## src/rtl/display_sequencer.sv

```systemverilog
// display_sequencer: steps the display mux between A, B and test pattern on a debounced button
module display_sequencer #(
  parameter int DEBOUNCE_CYCLES  = 1000,
  parameter int DEB_W            = 10,
  parameter int TEST_HOLD_CYCLES = 4096,
  parameter int HOLD_W           = 13
) (
  input  logic       clk,
  input  logic       reset,
  input  logic       btn_next,
  input  logic       result_valid,
  output logic [1:0] display_select,
  output logic       sel_changed
);
  typedef enum logic [1:0] {
    SHOW_A    = 2'd0,
    SHOW_B    = 2'd1,
    SHOW_TEST = 2'd2
  } state_t;
  state_t            state_q, state_d;
  logic              s1_q, s2_q, deb_q, deb_d, deb_prev_q, chg_q;
  logic              press, timeout, dcnt_full;
  logic [DEB_W-1:0]  dcnt_q, dcnt_d;
  logic [HOLD_W-1:0] hcnt_q, hcnt_d;
  // next-state: debounce counter, press edge, mode selection with result_valid > press > timeout
  always_comb begin
    dcnt_full = dcnt_q == DEB_W'(DEBOUNCE_CYCLES - 1);
    deb_d     = (s2_q != deb_q && dcnt_full) ? s2_q : deb_q;
    dcnt_d    = (s2_q == deb_q || dcnt_full) ? '0 : dcnt_q + 1'b1;
    press     = deb_q & ~deb_prev_q;
    timeout   = state_q == SHOW_TEST && hcnt_q == HOLD_W'(TEST_HOLD_CYCLES - 1);
    state_d   = result_valid ? SHOW_B :
                press        ? (state_q == SHOW_A ? SHOW_B : state_q == SHOW_B ? SHOW_TEST : SHOW_A) :
                timeout      ? SHOW_A : state_q;
    hcnt_d    = (state_q == SHOW_TEST && state_d == SHOW_TEST) ? hcnt_q + 1'b1 : '0;
  end
  // all state and registered outputs; reset clears everything including the synchroniser
  always_ff @(posedge clk) begin
    if (reset) begin
      s1_q       <= 1'b0;
      s2_q       <= 1'b0;
      deb_q      <= 1'b0;
      deb_prev_q <= 1'b0;
      dcnt_q     <= '0;
      hcnt_q     <= '0;
      state_q    <= SHOW_A;
      chg_q      <= 1'b0;
    end else begin
      s1_q       <= btn_next;
      s2_q       <= s1_q;
      deb_q      <= deb_d;
      deb_prev_q <= deb_q;
      dcnt_q     <= dcnt_d;
      hcnt_q     <= hcnt_d;
      state_q    <= state_d;
      chg_q      <= state_d != state_q;
    end
  end
  assign display_select = state_q;
  assign sel_changed    = chg_q;
endmodule

```

## config.mk

```make
export PLATFORM = sky130hd
export DESIGN_NAME = display_sequencer
export DESIGN_NICKNAME = d
export VERILOG_FILES = /design/src/rtl/display_sequencer.sv
export SDC_FILE = /design/constraint.sdc
export NUM_CORES = 1
export LEC_CHECK = 0
export CAP_MARGIN = 30
export CELL_PAD_IN_SITES_DETAIL_PLACEMENT = 1
export CELL_PAD_IN_SITES_GLOBAL_PLACEMENT = 1
export CORE_MARGIN = 2
export CORE_UTILIZATION = 43
export CTS_BUF_LIST = sky130_fd_sc_hd__clkbuf_4
export CTS_CLUSTER_SIZE = 30
export DETAILED_ROUTE_END_ITERATION = 7
export GPL_ROUTABILITY_DRIVEN = 1
export PLACE_DENSITY = 0.81
export SLEW_MARGIN = 20
export SYNTH_ARGS = -nofsm -noshare
export SYNTH_HDL_FRONTEND = slang
export SYNTH_SLANG_ARGS = --single-unit
export TNS_END_PERCENT = 100
```

## constraint.sdc

```tcl
create_clock -name clk -period 1.7 [get_ports clk]
set_clock_uncertainty 0.1 [all_clocks]
set_input_delay 0.34 -clock clk [delete_from_list [all_inputs] [get_ports clk]]
set_output_delay 0.34 -clock clk [all_outputs]
set_load 0.03 [all_outputs]
```

Yosys cells after proc, flatten, opt, wreduce, memory -nomap -nowiden
Index checks and enable logic that the tools add are counted.

Register bits: 30. Output and inout bits: 3. Logic and storage cells: 33.

Add/sub/neg operators: 2. Equality and inequality tests: 8. Muxes and demuxes: 5. Bitwise gates (word level): 3. Reductions and logical operators: 7.

Operator list (count): $add 13x1->13 const B (1); $eq 13x12->1 const B (1); $add 10x1->10 const B (1); $eq 10x10->1 const B (1); $mux 2 (5); $eq 2x2->1 const B (2); $reduce_or 2->1 (2); $logic_and 1x1->1 (3); $eq 2x1->1 const B (1); $logic_not 2->1 (1); $ne 2x2->1 (1); $not 1->1 (2); $and 1x1->1 (1); $eq 1x1->1 (1); $logic_or 1x1->1 (1); $ne 1x1->1 (1).

Logic depth before layout (Yosys ltp)
Gate-level depths: netlist of the first run.

Depth after elaboration: 9. Mapped depth: 5. Mapped depth without buffers: 4.

Worst setup path after synthesis of the first run
No wires, ideal clock.

Kind: register to register. Start: register hcnt_q[0]. End: register hcnt_q[2]. Arrival time: 1.511 ns. Data required time: 1.478 ns. Slack: -0.033 ns. Cell stages (with the launch flop): 6. Buffers on the path: 1. Period minus slack after synthesis: 1.733 ns. Cell sequence: dfxtp_1 -> ha_1 -> nand3_1 -> nor4_2 -> buf_2 -> nor3_1.

Longest elaborated chain between the ends: 9. Elaborated cells between the ends (all ways): 10. Classes of those cells: add/sub (1); eq/ne (2); mux (3); bitwise (1); reduce/logical (3).

Ends and longest elaborated chain: start: declaration (line 24) `logic [HOLD_W-1:0] hcnt_q, hcnt_d;`; start signal: assignment (line 54) `hcnt_q <= hcnt_d;`; $eq 13x12->1 (line 31) `timeout = state_q == SHOW_TEST && hcnt_q == HOLD_W'(TEST_HOLD_CYCLES - 1);`; $logic_and 1x1->1 (line 31); $mux 2 (line 34) `timeout ? SHOW_A : state_q;`; $mux 2 (line 33) `press ? (state_q == SHOW_A ? SHOW_B : state_q == SHOW_B ? SHOW_TEST : SHOW_A) :`; $mux 2 (line 32) `state_d = result_valid ? SHOW_B :`; $eq 2x2->1 (line 35) `hcnt_d = (state_q == SHOW_TEST && state_d == SHOW_TEST) ? hcnt_q + 1'b1 : '0;`; $logic_and 1x1->1 (line 35); $not 1->1 (no source line); $reduce_or 2->1 (no source line).

Parallel ways exist; a longest one is shown, timed or not. A chain may end at the register's enable or synchronous reset.

Final worst setup path of the first run
Start: register state_q[1], in the netlist display_select[1]. End: output port display_select[1].

RTL lines: start: declaration (line 20) `state_t state_q, state_d;`; start signal: assignment (line 55) `state_q <= state_d;`; end: declaration (line 12) `output logic [1:0] display_select,`.

No word-level cell between the ends.

==> results of run 1 <==
-- layout make-up --
cell class / count / share of cell area [%]
clock buffer: 5 / 2.38
clock inverter: 3 / 1.03
inverter: 3 / 0.713
multi-input combinational: 100 / 46.2
sequential: 30 / 38.3
tap: 33 / 2.61
timing repair buffer: 17 / 8.80
-- power breakdown --
part | internal [uW] | total, uW | leakage [uW] | switching, uW
Combinational | 21.4 | 43.7 | 0.000244 | 22.3
Clock | 153 | 432 | 0.0000286 | 279
Sequential | 708 | 712 | 0.000244 | 4.09
-- cells in the final DEF (no fill, tap or decap), types with 5 or more instances in the layout --
master,Yosys,final
a211oi_1,6,5
a21oi_1,9,9
nor2_1,6,6
clkbuf_4,0,5
dfxtp_1,30,27
xor2_1,5,5
buf_4,0,11
or3_1,8,8
nand2_1,6,6
o21ai_0,7,7
o31ai_1,7,7
nor2b_1,5,5
nand3_1,7,6
-- routing by layer --
layer / share of wire [%] / routed length, um
met1: 42 / 1310
met2: 53 / 1660
met3: 2.7 / 85
met4: 2.1 / 66
met5: 0 / 0
-- stage by stage --
stage | hold WS (ns) | setup WS, ns | total power [uW] | instances | instance area, um^2
6_report | 0.320 | 0.0551 | 1190 | 191 | 1580
5_1_grt | 0.342 | -0.00118 | 1230 | 191 | 1580
4_1_cts | 0.361 | -0.0320 | 1190 | 189 | 1540
3_5_place_dp | 0.338 | -0.194 | 773 | 181 | 1470
3_3_place_gp | 0.326 | -0.119 | 770 | 181 | 1470
2_1_floorplan | 0.314 | 0.0250 | 751 | 138 | 1330
-- cell families after synthesis --
logic type	Yosys count	synth area share, %
multiplexers	1	0.759
buffers and inverters	8	3.04
adder cells (fa/ha/maj)	2	1.90
XOR/XNOR	7	4.65
flip-flops	30	45.5
AO/OA/AOI/OAI	33	17.4
AND/OR/NAND/NOR	57	26.8
-- worst paths after layout --
path / to / slack (ns) / cells after the start
worst min register to register: dcnt_q[0]$_SDFF_PP0_ / 0.32 / 1
worst max-delay path: display_select[1] / 0.06 / 1
worst min-delay path: dcnt_q[0]$_SDFF_PP0_ / 0.32 / 1
worst max register to register: hcnt_q[10]$_SDFF_PP0_ / 0.07 / 4
-- sequential cells by signal, summed over array words and instances, names as in the netlist --
signal and count:
sel_changed 1, s1_q 1, deb_prev_q 1, dcnt_q 10, display_select 2, s2_q 1, hcnt_q 13, deb_q 1
-- timing repair --
action,CTS,global route
pin swaps,0,3
setup buffers,0,2
gates resized for setup,6,7
endpoints found under the setup margin,17,15
==> flow_summary.json, run 1 <==
{
  "yosysMostFrequentCell": "dfxtp_1",
  "start_util_pct": 44.3,
  "antenna_found_initial": 0,
  "synth_cells": 138,
  "syn_nets": 144,
  "min_path_type": "reg2reg",
  "vias": 1156,
  "final_max_slew_viol_count": 0,
  "fp.dieW_um": 59.4,
  "clk_pin_slew_ns": 0.10,
  "finalSetupViolations": 0,
  "synth_top_cells_by_count": "dfxtp_1 (30), a21oi_1 (9), or3_1 (8)",
  "first_iter_violations": 46,
  "worstPathArrival_ns": 1.20,
  "via_per_inst": 6.05,
  "nNetsFinal": 163,
  "critPathBufInv": 1,
  "maxCapViolCount": 0,
  "yosys_warnings": 0,
  "io_buffers": 6,
  "met2_usage_pct": 36.6,
  "critPathKind": "reg2out",
  "startpoint_type": "register",
  "synth.top_cell.area_share_pct": 45.5,
  "cts_buffer_depth": 2,
  "grt_max_degree": 16,
  "io_pins": 7,
  "insertion_delay_ns": 0.35,
  "crit_start": "display_select[1]$_SDFF_PP0_",
  "r2r_start": "hcnt_q[1]$_SDFF_PP0_",
  "grt_usage_pct": 21.5,
  "status": "completed",
  "drive_gt1_share_pct": 22.2,
  "syn_area_um2": 1320,
  "numCtsBuffers": 5,
  "p_leak_uw": 0.000517,
  "cpPeakStageDelay_ns": 0.43,
  "synth-edff-count": 0,
  "fillCellCount": 358,
  "diodes": 0,
  "rows": 20,
  "hp-start": "dcnt_q[0]$_SDFF_PP0_",
  "busiest_layer": "met2",
  "path_cells": "dlygate4sd2_1",
  "final_core_util_pct": 53.0,
  "yosysSeqAreaShare_pct": 45.5,
  "irDropWorstVdd_mv": 0.528,
  "wirelength_um": 3130,
  "crit_fanout": 6,
  "dp_hpwl_um": 2170,
  "grt_pass1_wl_um": 5490,
  "use_met1_pct": 23.7,
  "drc": 0,
  "critPathCaptureType": "output pin",
  "fmax_ghz": 0.608,
  "drt-pass1-iter-count": 4,
  "ctsRootBufferMaster": "clkbuf_4",
  "area_growth_pct": 19.7,
  "period_minus_slack_ns": 1.64,
  "synthArstFlopShare_pct": 0,
  "worst_path_max_delay_cell": "dfxtp_1",
  "ys_ff_latch": 30,
  "cts_tree": "done",
  "grt-ovfl-total": 0,
  "fin_crit_sh_pct": 96.8,
  "multi_input_area_um2": 729,
  "h-tree-depth": 2,
  "register_area_um2": 604,
  "gp_congestion": 0.753,
  "max_slew_margin_pct": 67.1,
  "synth_cell_types": 33,
  "synth_area_per_cell_um2": 9.56,
  "routedWlPerCell_um": 16.4,
  "met3_usage_pct": 5.90,
  "yosysTopAreaCell": "dfxtp_1",
  "crit_required_ns": 1.26,
  "synthFlopType": "dfxtp_1",
  "netlist_top_cells_area": "dfxtp_1 (46%), o31ai_1 (4.0%), or3_1 (3.8%)",
  "power_density_nw_per_um2": 752,
  "die-area_um2": 3530,
  "die_h_um": 59.4,
  "drtAntennaViolNets": 0,
  "setup_tns_ns": 0,
  "core_region_area_um2": 2980,
  "holdBufCountCts": 0,
  "grt_pass1_vias": 1203,
  "clock-sinks": 30,
  "hold_viol": 0,
  "critical_path.top_delay_family": "flip-flops",
  "tightest_slew_ns": 0.492
}
(Power assumes the default switching activity.)
==> inputs of run 2 (changes only) <==
--- a/config.mk
+++ b/config.mk
@@ -14,7 +14,7 @@
 export CTS_CLUSTER_SIZE = 30
 export DETAILED_ROUTE_END_ITERATION = 7
 export GPL_ROUTABILITY_DRIVEN = 1
-export PLACE_DENSITY = 0.81
+export PLACE_DENSITY_LB_ADDON = 0.1
 export SLEW_MARGIN = 20
 export SYNTH_ARGS = -nofsm -noshare
 export SYNTH_HDL_FRONTEND = slang
==> run 2 against run 1 <==
Sequential cell count did not move. Final cell count rose by 7.3%. Combinational power rose by 6.6%. Sequential share of layout area fell by 3.5 points. Non-clock buffer count rose by 14. Critical path type is now reg2reg. Critical endpoint is now sel_changed$_SDFF_PP0_. Largest cell class unchanged. Highest routed layer unchanged.
==> flow_summary.json, run 2 (synthesized netlist as in run 1, its figures left out) <==
{
  "met2_usage_pct": 39.2,
  "critPathCaptureType": "register",
  "max_slew_margin_pct": 76.1,
  "irDropWorstVdd_mv": 0.462,
  "tightest_slew_ns": 0.356,
  "clock-sinks": 30,
  "hold_viol": 0,
  "io_pins": 7,
  "final_common_cell": "dfxtp_1",
  "grt_max_degree": 14,
  "grt_usage_pct": 23.2,
  "h-tree-depth": 2,
  "area_growth_pct": 31.6,
  "fin_hold_ws_ns": 0.346,
  "drt-pass1-iter-count": 4,
  "startpoint_type": "register",
  "gp_congestion": 0.782,
  "power_density_nw_per_um2": 777,
  "critPathBufInv": 2,
  "top_register": "hcnt_q",
  "vias": 1211,
  "crit_fanout": 8,
  "cts_tree": "done",
  "power_uw": 1350,
  "crit_required_ns": 1.88,
  "drive_gt1_share_pct": 29.1,
  "final_max_slew_viol_count": 0,
  "via_per_inst": 5.91,
  "cts_buffer_depth": 2,
  "dp_hpwl_um": 2380,
  "rsz0062_at_grt": "yes",
  "worstPathArrival_ns": 1.81,
  "p_leak_uw": 0.000609,
  "fp.dieW_um": 59.4,
  "clk_pin_slew_ns": 0.09,
  "io_buffers": 6,
  "met3_usage_pct": 4.80,
  "grt_pass1_vias": 1254,
  "drc": 0,
  "period_minus_slack_ns": 1.63,
  "mostFrequentLayoutCells": "dfxtp_1 (28), buf_4 (22), or3_1 (8), a21oi_1 (8)",
  "setup_slack_ns": 0.0667,
  "insertion_delay_ns": 0.34,
  "drtAntennaViolNets": 0,
  "largest_reg_flops": 13,
  "min_path_type": "reg2reg",
  "use_met1_pct": 26.9,
  "finalSetupViolations": 0,
  "numCtsBuffers": 5,
  "routedWlPerCell_um": 16.8,
  "worst_path_max_delay_cell": "dfxtp_2",
  "final_core_util_pct": 58.3,
  "rows": 20,
  "first_iter_violations": 46,
  "path_cells": "ha_2 -> nand3_4 -> buf_4 -> nor4_4 -> buf_6 -> o211a_1",
  "nNetsFinal": 177,
  "cpPeakStageDelay_ns": 0.35,
  "fmax_ghz": 0.612,
  "die_h_um": 59.4,
  "ctsRootBufferMaster": "clkbuf_4",
  "diodes": 0,
  "wirelength_um": 3450,
  "busiest_layer": "met2",
  "critical_path.top_delay_family": "simple AND/OR/NAND/NOR gates",
  "grt_pass1_wl_um": 5900,
  "fin_crit_sh_pct": 96.1,
  "critPathKind": "reg2reg",
  "start_util_pct": 44.3,
  "die-area_um2": 3530,
  "antenna_found_initial": 0,
  "status": "completed",
  "core_region_area_um2": 2980,
  "place_ws_ns": -0.180,
  "grt-ovfl-total": 0,
  "maxCapViolCount": 0
}
run 2: per-stage QoR:
stage	TNS (ns)	cell area [um^2]	instances
floorplan	0	1330	138
global placement	-1.46	1540	190
detailed placement	-2.72	1540	190
CTS	0	1660	201
global route	-0.0531	1740	205
finish	0	1740	205
run 2: power breakdown:
part / internal (uW) / switching [uW]
Clock: 344 / 248
Sequential: 708 / 3.79
Combinational: 23.6 / 23.0
Total: 1070 / 274
run 2: final cells by class:
class / count / area (um^2)
Clock buffer: 7 / 52.6
Sequential cell: 30 / 603
Timing Repair Buffer: 31 / 264
Tap cell: 33 / 41.3
Multi-Input combinational cell: 100 / 733
Inverter: 3 / 11.3
Fill cell: 338 / 1240
Clock inverter: 1 / 30.0
run 2: final timing paths:
path,startpoint,end,slack (ns),depth (start not counted)
min reg2reg,dcnt_q[0]$_SDFF_PP0_,dcnt_q[0]$_SDFF_PP0_,0.35,1
max,hcnt_q[0]$_SDFF_PP0_,sel_changed$_SDFF_PP0_,0.07,6
min,dcnt_q[0]$_SDFF_PP0_,dcnt_q[0]$_SDFF_PP0_,0.35,1
max reg2reg,hcnt_q[0]$_SDFF_PP0_,sel_changed$_SDFF_PP0_,0.07,6
run 2: timing repair:
action | CTS | global route
pin swaps | 2 | 3
buffers inserted | 3 | 4
hold buffers | 0 | 0
resized for setup | 8 | 7
gates cloned | 0 | 0
endpoints found under the setup margin | 16 | 26
run 2: per-layer routing:
| metal | routed length [um] | share of wire, % |
|---|---|---|
| met5 | 0 | 0 |
| met4 | 79 | 2.3 |
| met3 | 79 | 2.3 |
| met2 | 1880 | 55 |
| met1 | 1410 | 41 |
==> inputs of run 3 (changes only) <==
--- a/config.mk
+++ b/config.mk
@@ -15,6 +15,7 @@
 export DETAILED_ROUTE_END_ITERATION = 7
 export GPL_ROUTABILITY_DRIVEN = 1
 export PLACE_DENSITY_LB_ADDON = 0.1
+export SETUP_SLACK_MARGIN = 0.5
 export SLEW_MARGIN = 20
 export SYNTH_ARGS = -nofsm -noshare
 export SYNTH_HDL_FRONTEND = slang
==> run 3 against run 2 <==
First-iteration DRC count down 35%. Combinational power up 34%. Non-clock buffer count up 2. Via count up 4.0%. Sequential cell count unchanged. Clock-buffer cell count down 2. Critical path depth down 2. Hold slack better by 0.037 ns. Final cell count up 2.0%. Sequential power down 1%. Highest routed layer unchanged.
==> flow_summary.json, run 3 (synthesized netlist as in run 1, its figures left out) <==
{
  "status": "completed",
  "worstPathArrival_ns": 1.69,
  "rsz0062_at_grt": "yes",
  "p_sw_uw": 289,
  "p_int_uw": 881,
  "hp-start": "s1_q$_SDFF_PP0_",
  "numCtsBuffers": 5,
  "startpoint_type": "register",
  "drc": 0,
  "die-area_um2": 3530,
  "crit_fanout": 4,
  "crit_required_ns": 1.87,
  "power_density_nw_per_um2": 600,
  "drive_gt1_share_pct": 56.3,
  "grt_pass1_vias": 1361,
  "insertion_delay_ns": 0.33,
  "cts_buffer_depth": 2,
  "p_leak_uw": 0.000642,
  "area_growth_pct": 47.8,
  "period_minus_slack_ns": 1.52,
  "clk_pin_slew_ns": 0.10,
  "p_seq_share_pct": 60.3,
  "io_pins": 7,
  "diodes": 0,
  "die_h_um": 59.4,
  "holdBufCountCts": 0,
  "vias": 1259,
  "first_iter_violations": 30,
  "min_path_type": "reg2reg",
  "core_region_area_um2": 2980,
  "routedWlPerCell_um": 18.5,
  "setup_slack_ns": 0.178,
  "maxCapViolCount": 0,
  "final_max_slew_viol_count": 0,
  "setup_tns_ns": 0,
  "final_core_util_pct": 65.5,
  "h-tree-depth": 2,
  "final_cells": 209,
  "antenna_found_initial": 0,
  "crit_start": "hcnt_q[0]$_SDFF_PP0_",
  "rows": 20,
  "grt-ovfl-total": 0,
  "via_per_inst": 6.02,
  "fmax_ghz": 0.657,
  "dp_cells": 176,
  "sw_frac_of_total_pct": 24.7,
  "nNetsFinal": 181,
  "final_common_cell": "buf_4",
  "max_slew_margin_pct": 77.6,
  "cts_tree": "done",
  "mostFrequentLayoutCells": "buf_4 (20), dfxtp_2 (14), dfxtp_1 (11)",
  "grt_max_degree": 10,
  "drt-pass1-iter-count": 4,
  "hold_viol": 0,
  "r2r_start": "hcnt_q[0]$_SDFF_PP0_",
  "place_ws_ns": -0.238,
  "start_util_pct": 44.3,
  "io_buffers": 6,
  "largest_reg_flops": 13,
  "wirelength_um": 3860,
  "fin_hold_ws_ns": 0.384,
  "gp_congestion": 0.738,
  "ctsRootBufferMaster": "clkbuf_4",
  "p_comb_share_pct": 5.3,
  "finalSetupViolations": 0,
  "clock-sinks": 30,
  "drtAntennaViolNets": 0,
  "fin_crit_sh_pct": 89.6,
  "irDropWorstVdd_mv": 0.494,
  "fp.dieW_um": 59.4,
  "pwr-share-clk_pct": 34.4,
  "dp_hpwl_um": 2060,
  "grt_usage_pct": 24.4,
  "grt_pass1_wl_um": 6330,
  "critPathKind": "reg2reg",
  "critPathCaptureType": "register",
  "top_register": "hcnt_q",
  "tightest_slew_ns": 0.333
}
run 3: per-layer routing:
metal / share of wire (%) / global-route usage, %
met1: 39 / 27.7
met3: 2.0 / 5.24
met5: 0 / 0
met4: 1.7 / 12.3
met2: 57 / 42.7
run 3: worst paths after layout:
kind / to / slack, ns / depth (start not counted)
hold reg to reg: s2_q$_SDFF_PP0_ / 0.38 / 1
setup reg to reg: hcnt_q[12]$_SDFF_PP0_ / 0.18 / 4
hold / removal: s2_q$_SDFF_PP0_ / 0.38 / 1
setup / recovery: hcnt_q[12]$_SDFF_PP0_ / 0.18 / 4
run 3: power by group through the flow:
stage                     registers, uW  clock network [uW]  logic, uW
final                               705                 402       62.3
after global routing                706                 442       66.7
after CTS                           706                 413       57.4
after detailed placement            729                   0       46.6
after global placement              728                   0       44.5
after floorplan                     733                   0       22.8
run 3: repair_timing:
item | 4_1_cts | 5_1_grt
gates resized for setup | 46 | 19
pin swaps | 16 | 13
gates cloned | 3 | 0
endpoints found under the setup margin | 29 | 30
setup buffers | 19 | 3
run 3: final cells by class:
type | instances | area, um^2
Clock buffer | 5 | 37.5
Clock inverter | 3 | 11.3
Fill cell | 308 | 1030
Inverter | 3 | 11.3
Multi-Input combinational cell | 102 | 921
Sequential cell | 30 | 637
Tap cell | 33 | 41.3
Timing Repair Buffer | 33 | 290
run 3: critical path: stages (launching register included):
cell	delay [ns]
dfxtp_4	0.38
ha_4	0.14
nand3_4	0.10
or4_4	0.53
a211oi_2	0.21
run 3: per-stage QoR:
stage	cell area, um^2	total power, uW
after floorplan	1490	756
after global placement	1560	772
after detailed placement	1560	775
after CTS	1860	1180
after global routing	1950	1220
final	1950	1170
